<file path="src/rtl/diff_manchester_pkg.sv">
// ============================================================================
// Module  : diff_manchester_pkg
// Brief   : Shared types and helpers for the differential Manchester encoder.
// Rev     : 1.0  initial release
// ============================================================================
`default_nettype none

package diff_manchester_pkg;

    typedef enum logic [1:0] {
        IDLE   = 2'd0,
        FIRST  = 2'd1,
        SECOND = 2'd2
    } enc_state_t;

    localparam logic signed [15:0] C_AMP_DEFAULT = 16'sd8192;

    // Returns {first, second}: a 0 toggles the line at bit start, a 1 does not.
    function automatic logic [1:0] half_levels(input logic b, input logic line_level);
        logic first;
        first = b ? line_level : ~line_level;
        return {first, ~first};
    endfunction

endpackage

`default_nettype wire

</file>
<file path="src/rtl/diff_manchester_encode.sv">
// ============================================================================
// Module  : diff_manchester_encode
// Brief   : AXIS bit stream to differential Manchester half-symbol stream.
//           Define DIFF_MANCHESTER_BPSK_MAP_EN to emit signed +/-AMP samples.
// Rev     : 1.0  initial release
// ============================================================================
`default_nettype none

module diff_manchester_encode
    import diff_manchester_pkg::*;
#(
    parameter int                 C_S00_AXIS_TDATA_WIDTH = 32,
    parameter int                 C_M00_AXIS_TDATA_WIDTH = 32,
    parameter logic               INIT_LEVEL             = 1'b0,
    parameter logic signed [15:0] AMP                    = C_AMP_DEFAULT
) (
    input  logic                                  s00_axis_aclk,
    input  logic                                  s00_axis_areset,
    input  logic                                  s00_axis_tvalid,
    output logic                                  s00_axis_tready,
    input  logic [C_S00_AXIS_TDATA_WIDTH-1:0]     s00_axis_tdata,
    input  logic [(C_S00_AXIS_TDATA_WIDTH/8)-1:0] s00_axis_tstrb,
    input  logic                                  s00_axis_tlast,
    output logic                                  m00_axis_tvalid,
    input  logic                                  m00_axis_tready,
    output logic [C_M00_AXIS_TDATA_WIDTH-1:0]     m00_axis_tdata,
    output logic [(C_M00_AXIS_TDATA_WIDTH/8)-1:0] m00_axis_tstrb,
    output logic                                  m00_axis_tlast
);

    enc_state_t state_q, state_d;
    logic       line_q, line_d;
    logic       level_q, level_d;
    logic       second_q, second_d;
    logic       last_lat_q, last_lat_d;
    logic       tvalid_q, tvalid_d;
    logic       tlast_q, tlast_d;

    logic       w_in_hs;
    logic       w_out_hs;
    logic [1:0] w_halves;
    logic       w_unused_inputs;

    assign w_unused_inputs = ^{s00_axis_tstrb, s00_axis_tdata[C_S00_AXIS_TDATA_WIDTH-1:1], AMP};

    assign s00_axis_tready = (state_q == IDLE) || ((state_q == SECOND) && m00_axis_tready);
    assign w_in_hs         = s00_axis_tvalid && s00_axis_tready;
    assign w_out_hs        = tvalid_q && m00_axis_tready;
    assign w_halves        = half_levels(s00_axis_tdata[0], line_q);

    always_comb begin
        state_d    = state_q;
        line_d     = line_q;
        level_d    = level_q;
        second_d   = second_q;
        last_lat_d = last_lat_q;
        tvalid_d   = tvalid_q;
        tlast_d    = tlast_q;

        case (state_q)
            IDLE: begin
                if (w_in_hs) begin
                    level_d    = w_halves[1];
                    second_d   = w_halves[0];
                    last_lat_d = s00_axis_tlast;
                    tvalid_d   = 1'b1;
                    tlast_d    = 1'b0;
                    state_d    = FIRST;
                end
            end
            FIRST: begin
                if (w_out_hs) begin
                    level_d = second_q;
                    tlast_d = last_lat_q;
                    line_d  = second_q;
                    state_d = SECOND;
                end
            end
            SECOND: begin
                if (w_out_hs) begin
                    // line_q already holds this symbol's second half, so a
                    // back-to-back bit chains off it with no idle beat.
                    if (w_in_hs) begin
                        level_d    = w_halves[1];
                        second_d   = w_halves[0];
                        last_lat_d = s00_axis_tlast;
                        tlast_d    = 1'b0;
                        state_d    = FIRST;
                    end else begin
                        tvalid_d = 1'b0;
                        tlast_d  = 1'b0;
                        state_d  = IDLE;
                    end
                end
            end
            default: begin
                tvalid_d = 1'b0;
                tlast_d  = 1'b0;
                state_d  = IDLE;
            end
        endcase
    end

    always_ff @(posedge s00_axis_aclk) begin
        if (s00_axis_areset) begin
            state_q    <= IDLE;
            line_q     <= INIT_LEVEL;
            level_q    <= 1'b0;
            second_q   <= 1'b0;
            last_lat_q <= 1'b0;
            tvalid_q   <= 1'b0;
            tlast_q    <= 1'b0;
        end else begin
            state_q    <= state_d;
            line_q     <= line_d;
            level_q    <= level_d;
            second_q   <= second_d;
            last_lat_q <= last_lat_d;
            tvalid_q   <= tvalid_d;
            tlast_q    <= tlast_d;
        end
    end

`ifdef DIFF_MANCHESTER_BPSK_MAP_EN
    logic signed [15:0] w_sample;
    assign w_sample       = level_q ? AMP : -AMP;
    assign m00_axis_tdata = tvalid_q ? {{(C_M00_AXIS_TDATA_WIDTH-16){1'b0}}, w_sample}
                                     : '0;
`else
    assign m00_axis_tdata = tvalid_q ? {{(C_M00_AXIS_TDATA_WIDTH-1){1'b0}}, level_q}
                                     : '0;
`endif

    assign m00_axis_tvalid = tvalid_q;
    assign m00_axis_tlast  = tlast_q;
    assign m00_axis_tstrb  = '1;

endmodule

`default_nettype wire

</file>
<file path="config.mk">
export PLATFORM = sky130hd
export DESIGN_NAME = diff_manchester_encode
export DESIGN_NICKNAME = d
export VERILOG_FILES = /design/src/rtl/diff_manchester_pkg.sv /design/src/rtl/diff_manchester_encode.sv
export SDC_FILE = /design/constraint.sdc
export NUM_CORES = 1
export LEC_CHECK = 0
export BUFFER_PORTS_ARGS = -buffer_cell sky130_fd_sc_hd__buf_4
export CAP_MARGIN = 20
export CORE_ASPECT_RATIO = 1.5
export CORE_MARGIN = 2
export CORE_UTILIZATION = 33
export DETAILED_ROUTE_END_ITERATION = 16
export PLACE_DENSITY = 0.9
export SETUP_SLACK_MARGIN = 0.4
export SLEW_MARGIN = 5
export SYNTH_ARGS = -nofsm -noshare
export SYNTH_HDL_FRONTEND = slang
export SYNTH_SLANG_ARGS = --single-unit
</file>
<file path="constraint.sdc">
create_clock -name s00_axis_aclk -period 1.5 [get_ports s00_axis_aclk]
set_input_delay 0.3 -clock s00_axis_aclk [delete_from_list [all_inputs] [get_ports s00_axis_aclk]]
set_output_delay 0.3 -clock s00_axis_aclk [all_outputs]
set_load 0.005 [all_outputs]
</file>
-- Word-level counts from Yosys, hierarchy flattened
Cells that the tools add are included.
Widths: inputs -> output; s select.
- register bits: 8
- input port bits: 41
- logic and storage cells: 53
- equal/unequal tests: 6
- muxes and demuxes: 25
- bitwise logic cells: 3
- reductions and logical operators: 12
- operator list (kind ; count):
    $mux 1 ; 16
    $pmux 1 s3 ; 3
    $ne 2x2->1 const B ; 4
    $mux 2 ; 3
    $pmux 2 s3 ; 1
    $reduce_and 3->1 ; 2
    $pmux 1 s2 ; 2
    $reduce_and 2->1 ; 2
    $reduce_and 4->1 ; 1
    $logic_and 1x1->1 ; 3
    $not 1->1 ; 3
    $reduce_bool 3->1 ; 1
    $eq 2x1->1 const B ; 1
    $eq 2x2->1 const B ; 1
    $logic_not 2->1 ; 1
    $reduce_bool 2->1 ; 1
    $logic_or 1x1->1 ; 1

-- Depth between registers and ports, before layout
Gate-level depths: netlist (run 1).
- word-level depth: 7
- gate-level depth with buffers: 5
- mapped depth without buffers: 4

-- Least setup slack after synthesis (run 1)
No wires, ideal clock.
- kind: register -> register
- start: register state_q[0]
- end: register level_q
- setup time: 0.122 ns
- arrival: 1.009 ns
- required time: 1.378 ns
- setup slack: 0.370 ns
- stages on the path, launching flop included: 5
- buffers on the path: 1
- clock period less this slack: 1.130 ns
- path through: dfxtp_1 -> buf_6 -> nor2b_4 -> o21ba_1 -> o311a_1
- longest elaborated chain between the ends: 7
- elaborated cells on any way between the ends: 13
- classes of those cells: 4 x eq/ne; 3 x mux; 6 x reduce/logical
- ends and longest elaborated chain (item ; line ; source):
    start: declaration ; diff_manchester_encode.sv:31 ; enc_state_t state_q, state_d;
    start signal: assignment ; diff_manchester_encode.sv:114 ; state_q <= state_d;
    $eq 2x2->1 ; diff_manchester_encode.sv:46, diff_manchester_encode.sv:60 ;
    $logic_and 1x1->1 ; diff_manchester_encode.sv:46 ; assign s00_axis_tready = (state_q == IDLE) || ((state_q == SECOND) && m00_axis_tready);
    $logic_or 1x1->1 ; diff_manchester_encode.sv:46 ;
    $logic_and 1x1->1 ; diff_manchester_encode.sv:47 ; assign w_in_hs = s00_axis_tvalid && s00_axis_tready;
    $mux 1 (2 in a row) ; n/a ;
    $pmux 1 s3 ; diff_manchester_encode.sv:60 ; case (state_q)
    end signal: assignment ; diff_manchester_encode.sv:116 ; level_q <= level_d;
    end: declaration ; diff_manchester_encode.sv:33 ; logic level_q, level_d;
Several ways; a longest one is shown, not always the timed one. The select of a mux whose other input is x is not followed.
A chain may end at the register's enable or synchronous reset.

-- Worst setup path in the final report (run 1)
- start: register tvalid_q, in the netlist m00_axis_tvalid
- end: output m00_axis_tdata[0]
- longest elaborated chain between the ends: 1
- ends and longest elaborated chain (item ; line ; source):
    start: declaration ; diff_manchester_encode.sv:36 ; logic tvalid_q, tvalid_d;
    start signal: assignment ; diff_manchester_encode.sv:119 ; tvalid_q <= tvalid_d;
    $mux 1 ; diff_manchester_encode.sv:130 ; assign m00_axis_tdata = tvalid_q ? {{(C_M00_AXIS_TDATA_WIDTH-1){1'b0}}, level_q}
    end: declaration ; diff_manchester_encode.sv:26 ; output logic [C_M00_AXIS_TDATA_WIDTH-1:0] m00_axis_tdata,
No other way between the ends.

==> results of run 1 <==
==> sequential cells by signal (all words and copies together), names as in the netlist <==
register and cells:
second_q 1, m00_axis_tvalid 1, last_lat_q 1, line_q 1, state_q 2, level_q 1
m00_axis_tlast 1
==> power groups by stage <==
stage,Clock (mW),Sequential (mW),Combinational (mW)
global placement,0,0.248,0.102
global route,0.190,0.244,0.168
CTS,0.169,0.241,0.139
floorplan,0,0.241,0.151
detailed placement,0,0.249,0.106
finish,0.166,0.242,0.153
==> worst max-delay path by stage <==
stage | start | end | slack (ns) | cells after the start
6_report | m00_axis_tvalid | m00_axis_tdata[0] | 0.35 | 2
5_1_grt | state_q[1] | s00_axis_tready | 0.31 | 2
4_1_cts | m00_axis_tvalid | m00_axis_tdata[0] | 0.35 | 2
3_5_place_dp | state_q[1] | level_q | 0.27 | 4
3_3_place_gp | state_q[1] | level_q | 0.30 | 4
2_1_floorplan | state_q[0] | level_q | 0.40 | 4
==> Yosys cell counts, drive strengths merged (2+ instances only) <==
master	instances	area [µm²]
inv	3	11.3
buf	38	289
nand3	2	10.0
a21oi	6	33.8
mux2i	3	30.0
dfxtp	8	160
conb	2	7.51
nor2b	2	20.0
nand2	2	10.0
nor2	6	22.5
==> cells by family after synthesis <==
| kind of cell | Yosys count | synth area share |
|---|---|---|
| DFF | 8 | 0.230 |
| other | 2 | 0.0108 |
| AOI/OAI and AO/OA | 13 | 0.131 |
| buffers and inverters | 41 | 0.432 |
| and+or+nand+nor | 16 | 0.128 |
| muxes | 3 | 0.0432 |
| xor gates and xnor gates | 2 | 0.0252 |
==> per-layer routing <==
layer	up-vias	routed length [µm]
met5	-	0
met4	0	8
met3	2	128
met2	30	647
met1	220	370
li1	235	-
==> critical path: stages, from the launching register on <==
cell and delay [ns]:
dfxtp_4 0.36, and2_4 0.14, buf_6 0.10
==> area by class of cell <==
type | count | share of cell area
Clock buffer | 3 | 0.0297
Inverter | 3 | 0.0148
Multi-Input combinational cell | 69 | 0.521
Sequential cell | 8 | 0.226
Tap cell | 22 | 0.0362
Timing Repair Buffer | 16 | 0.173
==> stage by stage <==
step / power (mW) / utilization
2_1_floorplan: 0.392 / -
3_5_place_dp: 0.355 / 0.313
4_1_cts: 0.549 / 0.368
6_report: 0.561 / 0.379
3_3_place_gp: 0.350 / 0.313
5_1_grt: 0.602 / 0.379
==> timing repair <==
| action | 4_1_cts | 5_1_grt |
|---|---|---|
| cloned | 0 | 0 |
| gates resized for setup | 11 | 5 |
| endpoints found under the setup margin | 7 | 7 |
| pin swaps | 3 | 2 |
| buffers inserted | 7 | 0 |
==> flow_metrics.env, run 1 <==
export IMPL_rr_endpoint="level_q"
export IMPL_cts_tree="built"
export IMPL_grt_pass1_wl_um=1640
export IMPL_hp_class="in -> reg"
export IMPL_required_ns=1.20
export IMPL_synth_main_ff_cell="dfxtp_1"
export IMPL_grt_use_total=0.0885
export IMPL_vias=487
export IMPL_gr_usage_met1=0.0797
export IMPL_rsz0062_at_grt="yes"
export IMPL_syn_inst=85
export IMPL_via_per_inst=4.02
export IMPL_ys_seq_area_frac=0.230
export IMPL_die_x_um=41.5
export IMPL_nets=142
export IMPL_worstHoldStart="s00_axis_areset"
export IMPL_sw_frac_of_total=0.298
export IMPL_overflow=0
export IMPL_reg2reg_depth=4
export IMPL_placed_cell_area_um2=627
export IMPL_drive_gt1_frac=0.303
export IMPL_core_area_um2=2000
export IMPL_ys_types=28
export IMPL_antenna_found_initial=0
export IMPL_worst_hold_path_endpoint="m00_axis_tvalid"
export IMPL_arrival_ns=0.85
export IMPL_post_place_ws_ns=0.275
export IMPL_async_flop_share=0
export IMPL_grt_pass1_vias=406
export IMPL_power_density_nw_per_um2=738
export IMPL_vdd_ir_drop_max_mv=0.411
export IMPL_seqPwrFrac=0.431
export IMPL_hold_viol_final=0
export IMPL_ys_seq_elements=8
export IMPL_drc=0
export IMPL_layout_common_cells="conb_1, buf_4, nor2_1"
export IMPL_status="completed"
export IMPL_netlist_area_um2=696
export IMPL_combPwrFrac=0.272
export IMPL_max_cap_violations=0
export IMPL_yosysWarnings=0
export IMPL_dieArea_um2=2500
export IMPL_crit_path_start_kind="register"
export IMPL_clk_latency_ns=0.25
export IMPL_post_synth_cell_area_avg_um2=8.18
export IMPL_post_dp_hpwl_um=801
export IMPL_io_pins=80
export IMPL_use_met3=0.0483
export IMPL_antenna_diode_count=0
export IMPL_fmax_ghz=0.868
export IMPL_period_needed_ns=1.15
export IMPL_min_period_over_period=0.768
export IMPL_place_congestion=0.737
export IMPL_first_iter_violations=6
export IMPL_initial_core_util=0.347
export IMPL_worst_slack_ns=0.348
export IMPL_cts_hold_buffers=0
export IMPL_final_common_cell="conb_1"
export IMPL_worst_r2r_setup_slack_ns=0.37
export IMPL_dp_cells=111
export IMPL_busiest_layer="met2"
export IMPL_stdcell_area_um2=759
export IMPL_die_y_um=60.2
export IMPL_finalClockSkew_ns=0.00254
export IMPL_synth_edf_count=0
export IMPL_multi_input_comb_area_um2=395
export IMPL_setup_tns_final_ns=0
export IMPL_power_frac_clock=0.297
export IMPL_ant_nets=0
export IMPL_drv_slew=0
export IMPL_switchingPower_mw=0.167
export IMPL_clkSinkCount=8
export IMPL_seq_area_um2=171
export IMPL_h_tree_depth=1
export IMPL_setup_violations_final=0
export IMPL_rows=20
export IMPL_cts_root_buffer="clkbuf_4"
export IMPL_grt_max_degree=9
export IMPL_dr_pass1_iters=4
export IMPL_clk_path_buf_depth=2
export IMPL_area_growth_pct=9.17
export IMPL_cp_end_kind="primary output"
export IMPL_wl_um=1150
export IMPL_worstPathMaxFanout=5
export IMPL_cts_buffers=3
export IMPL_clkTransAtPathRegs_ns=0.06
export IMPL_fill_cells=223
export IMPL_rr_startpoint="m00_axis_tvalid"
export IMPL_power_internal_mw=0.394
export IMPL_crit_type="reg -> out"
export IMPL_p_leak_nw=0.390
export IMPL_post_drt_wl_per_cell_um=9.54
export IMPL_min_path_cells=2
export IMPL_io_buffers=9
export IMPL_final_cells=121
export IMPL_holdWs_ns=0.264
export IMPL_use_met2=0.154
Power figures use the tool's default switching activity.
==> inputs of run 2 (changes only) <==
==> constraint.sdc (replaced) <==
create_clock -name s00_axis_aclk -period 1.1 [get_ports s00_axis_aclk]
set_input_delay 0.22 -clock s00_axis_aclk [delete_from_list [all_inputs] [get_ports s00_axis_aclk]]
set_output_delay 0.22 -clock s00_axis_aclk [all_outputs]
set_load 0.005 [all_outputs]
==> run 2 against run 1 <==
Against the previous run:
- design area increased by 13%
- combinational power increased by 78%
- largest power group unchanged
- sequential cell count unchanged
- clock-buffer cell count increased by 1
- die area unchanged
- the run now ends with negative setup slack left
- critical endpoint unchanged
==> flow_metrics.env, run 2 (synthesized netlist as in run 1, its figures left out) <==
export IMPL_status="complete, but fails checks"
export IMPL_violations="negative setup slack"
export IMPL_cts_root_buffer="clkbuf_4"
export IMPL_postLayoutCoreUtil=0.427
export IMPL_period_needed_ns=1.18
export IMPL_seq_area_um2=173
export IMPL_grt_pass1_wl_um=1930
export IMPL_wirelength_met1_um=431
export IMPL_clkSinkCount=8
export IMPL_h_tree_depth=1
export IMPL_power_mw=0.850
export IMPL_worstPathMaxFanout=4
export IMPL_crit_path_start_kind="register"
export IMPL_cts_buffers=3
export IMPL_clk_latency_ns=0.27
export IMPL_p_leak_nw=0.422
export IMPL_power_density_nw_per_um2=994
export IMPL_worst_slack_ns=-0.0839
export IMPL_clk_path_buf_depth=2
export IMPL_io_pins=80
export IMPL_grt_pass1_vias=450
export IMPL_via_per_inst=4.17
export IMPL_ant_nets=0
export IMPL_post_place_ws_ns=-0.00748
export IMPL_multi_input_comb_area_um2=423
export IMPL_overflow=0
export IMPL_wl_um=1290
export IMPL_largest_reg_flops=2
export IMPL_holdWs_ns=0.171
export IMPL_min_period_over_period=1.08
export IMPL_area_growth_pct=22.8
export IMPL_dr_wl_met3_um=108
export IMPL_grt_use_total=0.106
export IMPL_rows=20
export IMPL_die_y_um=60.2
export IMPL_nets=147
export IMPL_slowest_delay_ns=0.35
export IMPL_vias=530
export IMPL_placed_cell_area_um2=662
export IMPL_fill_cells=221
export IMPL_post_dp_hpwl_um=872
export IMPL_post_drt_wl_per_cell_um=10.1
export IMPL_die_x_um=41.5
export IMPL_worstSetupStartpoint="m00_axis_tvalid"
export IMPL_grt_max_degree=9
export IMPL_clkTransAtPathRegs_ns=0.06
export IMPL_cts_tree="built"
export IMPL_arrival_ns=0.96
export IMPL_stdcell_area_um2=855
export IMPL_dr_max_layer_used="met4"
export IMPL_worstPathCellList="buf_6 > and2_4 > buf_6"
export IMPL_worstHoldStart="s00_axis_areset"
export IMPL_antenna_found_initial=0
export IMPL_drc=0
export IMPL_dieArea_um2=2500
export IMPL_drive_gt1_frac=0.390
export IMPL_first_iter_violations=5
export IMPL_fmax_ghz=0.845
export IMPL_setup_violations_final=3
export IMPL_dp_cells=115
export IMPL_place_congestion=0.721
export IMPL_drv_slew=0
export IMPL_slowest_stage="dfxtp_4"
export IMPL_antenna_diode_count=0
export IMPL_rr_startpoint="state_q[1]"
export IMPL_vdd_ir_drop_max_mv=0.622
export IMPL_setup_tns_final_ns=-0.186
export IMPL_finalClockSkew_ns=0.00668
export IMPL_regMostFlops="state_q"
export IMPL_rsz0062_at_grt="yes"
export IMPL_wl_met2_um=721
export IMPL_crit_type="reg -> out"
export IMPL_io_buffers=9
export IMPL_cp_common_cell="buf_6"
export IMPL_initial_core_util=0.347
export IMPL_hp_class="in -> reg"
export IMPL_final_common_cell="conb_1"
export IMPL_max_cap_violations=0
export IMPL_dr_pass1_iters=4
export IMPL_final_cells=127
export IMPL_hold_viol_final=0
export IMPL_required_ns=0.88
export IMPL_cp_end_kind="primary output"
export IMPL_layout_common_cells="conb_1, buf_4, buf_6"
export IMPL_core_area_um2=2000
==> run 2: cell types whose count changed in the layout (fill, tap and decap cells not counted), sizes merged <==
cell    delta
buf        +5
clkbuf     +1
==> run 2: worst max-delay path: cells and delay by family, from the launching register on <==
family,cells,cell delay (ns)
buffers and inverters,2,0.22
DFF,1,0.35
and+or+nand+nor,1,0.13
==> run 2: where the power goes <==
part	total [mW]	internal [mW]	switching [mW]
clock network	0.255	0.140	0.116
logic	0.272	0.139	0.133
registers	0.322	0.307	0.0150
==> run 2: metal layers <==
metal / vias up / global-route usage
li1: 245 / -
met1: 253 / 0.0960
met2: 30 / 0.194
met3: 2 / 0.0332
met4: 0 / 0.0829
met5: - / 0
==> run 2: final cells by class <==
type	count	share of cell area
Timing Repair Buffer	21	0.224
Sequential cell	8	0.202
Inverter	3	0.0161
Multi-Input combinational cell	69	0.495
Tap cell	22	0.0322
Clock buffer	4	0.0307
==> run 2: final timing paths <==
check	to	slack, ns	cells after the start
worst min-delay path	m00_axis_tvalid	0.17	2
worst min register to register	m00_axis_tlast	0.51	2
worst max-delay path	m00_axis_tdata[0]	-0.08	3
worst max register to register	m00_axis_tlast	-0.02	6
==> run 2: what timing repair did <==
action | CTS | global route
gates cloned | 0 | 0
pin swaps | 10 | 6
setup endpoints to repair | 12 | 12
gates resized for setup | 20 | 8
hold buffers | 0 | 0
buffers inserted | 5 | 3
==> inputs of run 3 (changes only) <==
--- a/config.mk
+++ b/config.mk
@@ -5,6 +5,7 @@
 export SDC_FILE = /design/constraint.sdc
 export NUM_CORES = 1
 export LEC_CHECK = 0
+export ABC_AREA = 1
 export BUFFER_PORTS_ARGS = -buffer_cell sky130_fd_sc_hd__buf_4
 export CAP_MARGIN = 20
 export CORE_ASPECT_RATIO = 1.5
@@ -13,7 +14,7 @@
 export DETAILED_ROUTE_END_ITERATION = 16
 export PLACE_DENSITY = 0.9
 export SETUP_SLACK_MARGIN = 0.4
-export SLEW_MARGIN = 5
+export SLEW_MARGIN = 0
 export SYNTH_ARGS = -nofsm -noshare
 export SYNTH_HDL_FRONTEND = slang
 export SYNTH_SLANG_ARGS = --single-unit
==> run 3 against run 2 <==
Against the previous run:
- the run still ends with negative setup slack left
- die area rose by 0.50%
- largest power group unchanged
- sequential cell count did not move
- utilization fell by 0.96 points
- design area fell by 1.0%
- sequential power rose by 4%
- sequential share of layout area fell by 0.38 points
- via count rose by 12%
==> flow_metrics.env, run 3 <==
export IMPL_dr_max_layer_used="met4"
export IMPL_synth_most_common_cell="buf_4"
export IMPL_via_per_inst=4.26
export IMPL_regMostFlops="state_q"
export IMPL_post_dp_hpwl_um=902
export IMPL_ant_nets=0
export IMPL_cp_end_kind="primary output"
export IMPL_place_congestion=0.849
export IMPL_final_common_cell="conb_1"
export IMPL_min_period_over_period=1.03
export IMPL_status="complete, but fails checks"
export IMPL_largest_reg_flops=2
export IMPL_final_cells=140
export IMPL_dp_cells=132
export IMPL_overflow=0
export IMPL_rows=20
export IMPL_initial_core_util=0.345
export IMPL_clk_path_buf_depth=2
export IMPL_hp_class="in -> reg"
export IMPL_post_drt_wl_per_cell_um=9.04
export IMPL_synth_area_leaders="buf_4, dfxtp_1, nand2_1, a21oi_1, inv_1"
export IMPL_wl_met2_um=733
export IMPL_arrival_ns=0.92
export IMPL_nets=160
export IMPL_cts_root_buffer="clkbuf_4"
export IMPL_p_leak_nw=0.435
export IMPL_grt_pass1_wl_um=1980
export IMPL_drive_gt1_frac=0.373
export IMPL_clkTransAtPathRegs_ns=0.05
export IMPL_period_needed_ns=1.14
export IMPL_clkSinkCount=8
export IMPL_cts_hold_buffers=0
export IMPL_fmax_ghz=0.880
export IMPL_required_ns=0.88
export IMPL_rsz0062_at_grt="yes"
export IMPL_clk_latency_ns=0.26
export IMPL_drv_slew=0
export IMPL_netlist_area_um2=699
export IMPL_dr_pass1_iters=2
export IMPL_wl_um=1270
export IMPL_worstPathCellList="inv_4 > nor2_4 > nor2_4 > buf_6"
export IMPL_cp_top_family="flip-flops"
export IMPL_cp_common_cell="nor2_4"
export IMPL_core_area_um2=2030
export IMPL_dr_wl_met3_um=117
export IMPL_power_density_nw_per_um2=977
export IMPL_holdWs_ns=0.155
export IMPL_ys_seq_elements=8
export IMPL_io_pins=80
export IMPL_dieArea_um2=2510
export IMPL_setup_violations_final=1
export IMPL_worstPathMaxFanout=2
export IMPL_die_y_um=60.4
export IMPL_finalClockSkew_ns=0.00782
export IMPL_yosysWarnings=0
export IMPL_slowest_delay_ns=0.35
export IMPL_cp_num_buf_inv=2
export IMPL_die_x_um=41.6
export IMPL_syn_inst=102
export IMPL_vias=596
export IMPL_vdd_ir_drop_max_mv=0.329
export IMPL_post_synth_cell_area_avg_um2=6.86
export IMPL_hold_viol_final=0
export IMPL_fill_cells=216
export IMPL_grt_max_degree=7
export IMPL_synth_main_ff_cell="dfxtp_1"
export IMPL_post_place_ws_ns=0.0446
export IMPL_slowest_stage="dfxtp_2"
export IMPL_grt_pass1_vias=531
export IMPL_area_growth_pct=20.9
export IMPL_power_mw=0.826
export IMPL_crit_type="reg -> out"
export IMPL_async_flop_share=0
export IMPL_antenna_found_initial=0
export IMPL_io_buffers=9
export IMPL_synth_edf_count=0
export IMPL_layout_common_cells="conb_1, nand2_1, buf_4"
export IMPL_wirelength_met1_um=357
export IMPL_synth_top_area_cell="buf_4"
export IMPL_violations="negative setup slack"
export IMPL_max_cap_violations=0
export IMPL_drc=0
export IMPL_ys_top_cells_by_count="buf_4, nand2_1, inv_1, dfxtp_1, a21oi_1"
export IMPL_antenna_diode_count=0
export IMPL_first_iter_violations=8
export IMPL_cts_buffers=3
export IMPL_worst_slack_ns=-0.0359
export IMPL_cts_tree="built"
export IMPL_ys_seq_area_frac=0.229
export IMPL_crit_path_start_kind="register"
export IMPL_ys_types=18
export IMPL_h_tree_depth=1
export IMPL_grt_use_total=0.108
export IMPL_yosysTopAreaCellShare=0.376
-- run 3: cell count changes after synthesis, moves of 2 or more --
cell,change
inv_2,+2
mux2i_1,-3
inv_1,+6
nor2_1,-3
nand2_1,+18
nor2_2,+2
nand3_1,+3
buf_6,-2
a21oi_1,+2
-- run 3: logic make-up after synthesis --
logic type      Yosys count  share of synthesized area
compound gates           11                     0.0876
buf+inv                  46                      0.435
flops                     8                      0.229
other cells               2                     0.0107
simple gates             35                      0.238
-- run 3: per-stage QoR --
step                      area, µm²  setup TNS [ns]  utilization
after floorplan                 835               0            -
after global placement          674               0        0.333
after detailed placement        674               0        0.333
after CTS                       833         -0.0697        0.411
after global routing            846          -0.150        0.417
final                           846         -0.0359        0.417
-- run 3: timing repair --
item                                    CTS  global route
pin swaps                                 5             4
resized for setup                        28             3
endpoints found under the setup margin   12            12
buffers inserted                          4             0
-- run 3: metal layers --
| layer | track usage | vias to the layer above |
|---|---|---|
| met5 | 0 | - |
| met4 | 0.111 | 0 |
| met3 | 0.0387 | 7 |
| met2 | 0.208 | 40 |
| met1 | 0.0776 | 268 |
| li1 | - | 281 |
-- run 3: final cells by class --
type | instances | area (µm²) | area share
Multi-Input combinational cell | 81 | 453 | 0.536
Sequential cell | 8 | 168 | 0.198
Timing Repair Buffer | 14 | 128 | 0.151
Inverter | 11 | 43.8 | 0.0518
Tap cell | 22 | 27.5 | 0.0325
Clock buffer | 4 | 26.3 | 0.0311
-- run 3: report_power, final --
part           leakage, nW  switching (mW)  total, mW  internal, mW
clock network       0.0150           0.106      0.245         0.139
logic                0.353           0.144      0.247         0.103
registers           0.0676          0.0227      0.334         0.312
-- run 3: path summary, 6_finish.rpt --
| check | from | end | slack, ns | depth (start not counted) |
|---|---|---|---|---|
| worst max-delay path | state_q[1] | s00_axis_tready | -0.04 | 4 |
| worst min-delay path | s00_axis_areset | state_q[1] | 0.15 | 2 |
| worst max register to register | state_q[1] | level_q | 0.04 | 8 |
| worst min register to register | m00_axis_tlast | m00_axis_tlast | 0.47 | 2 |
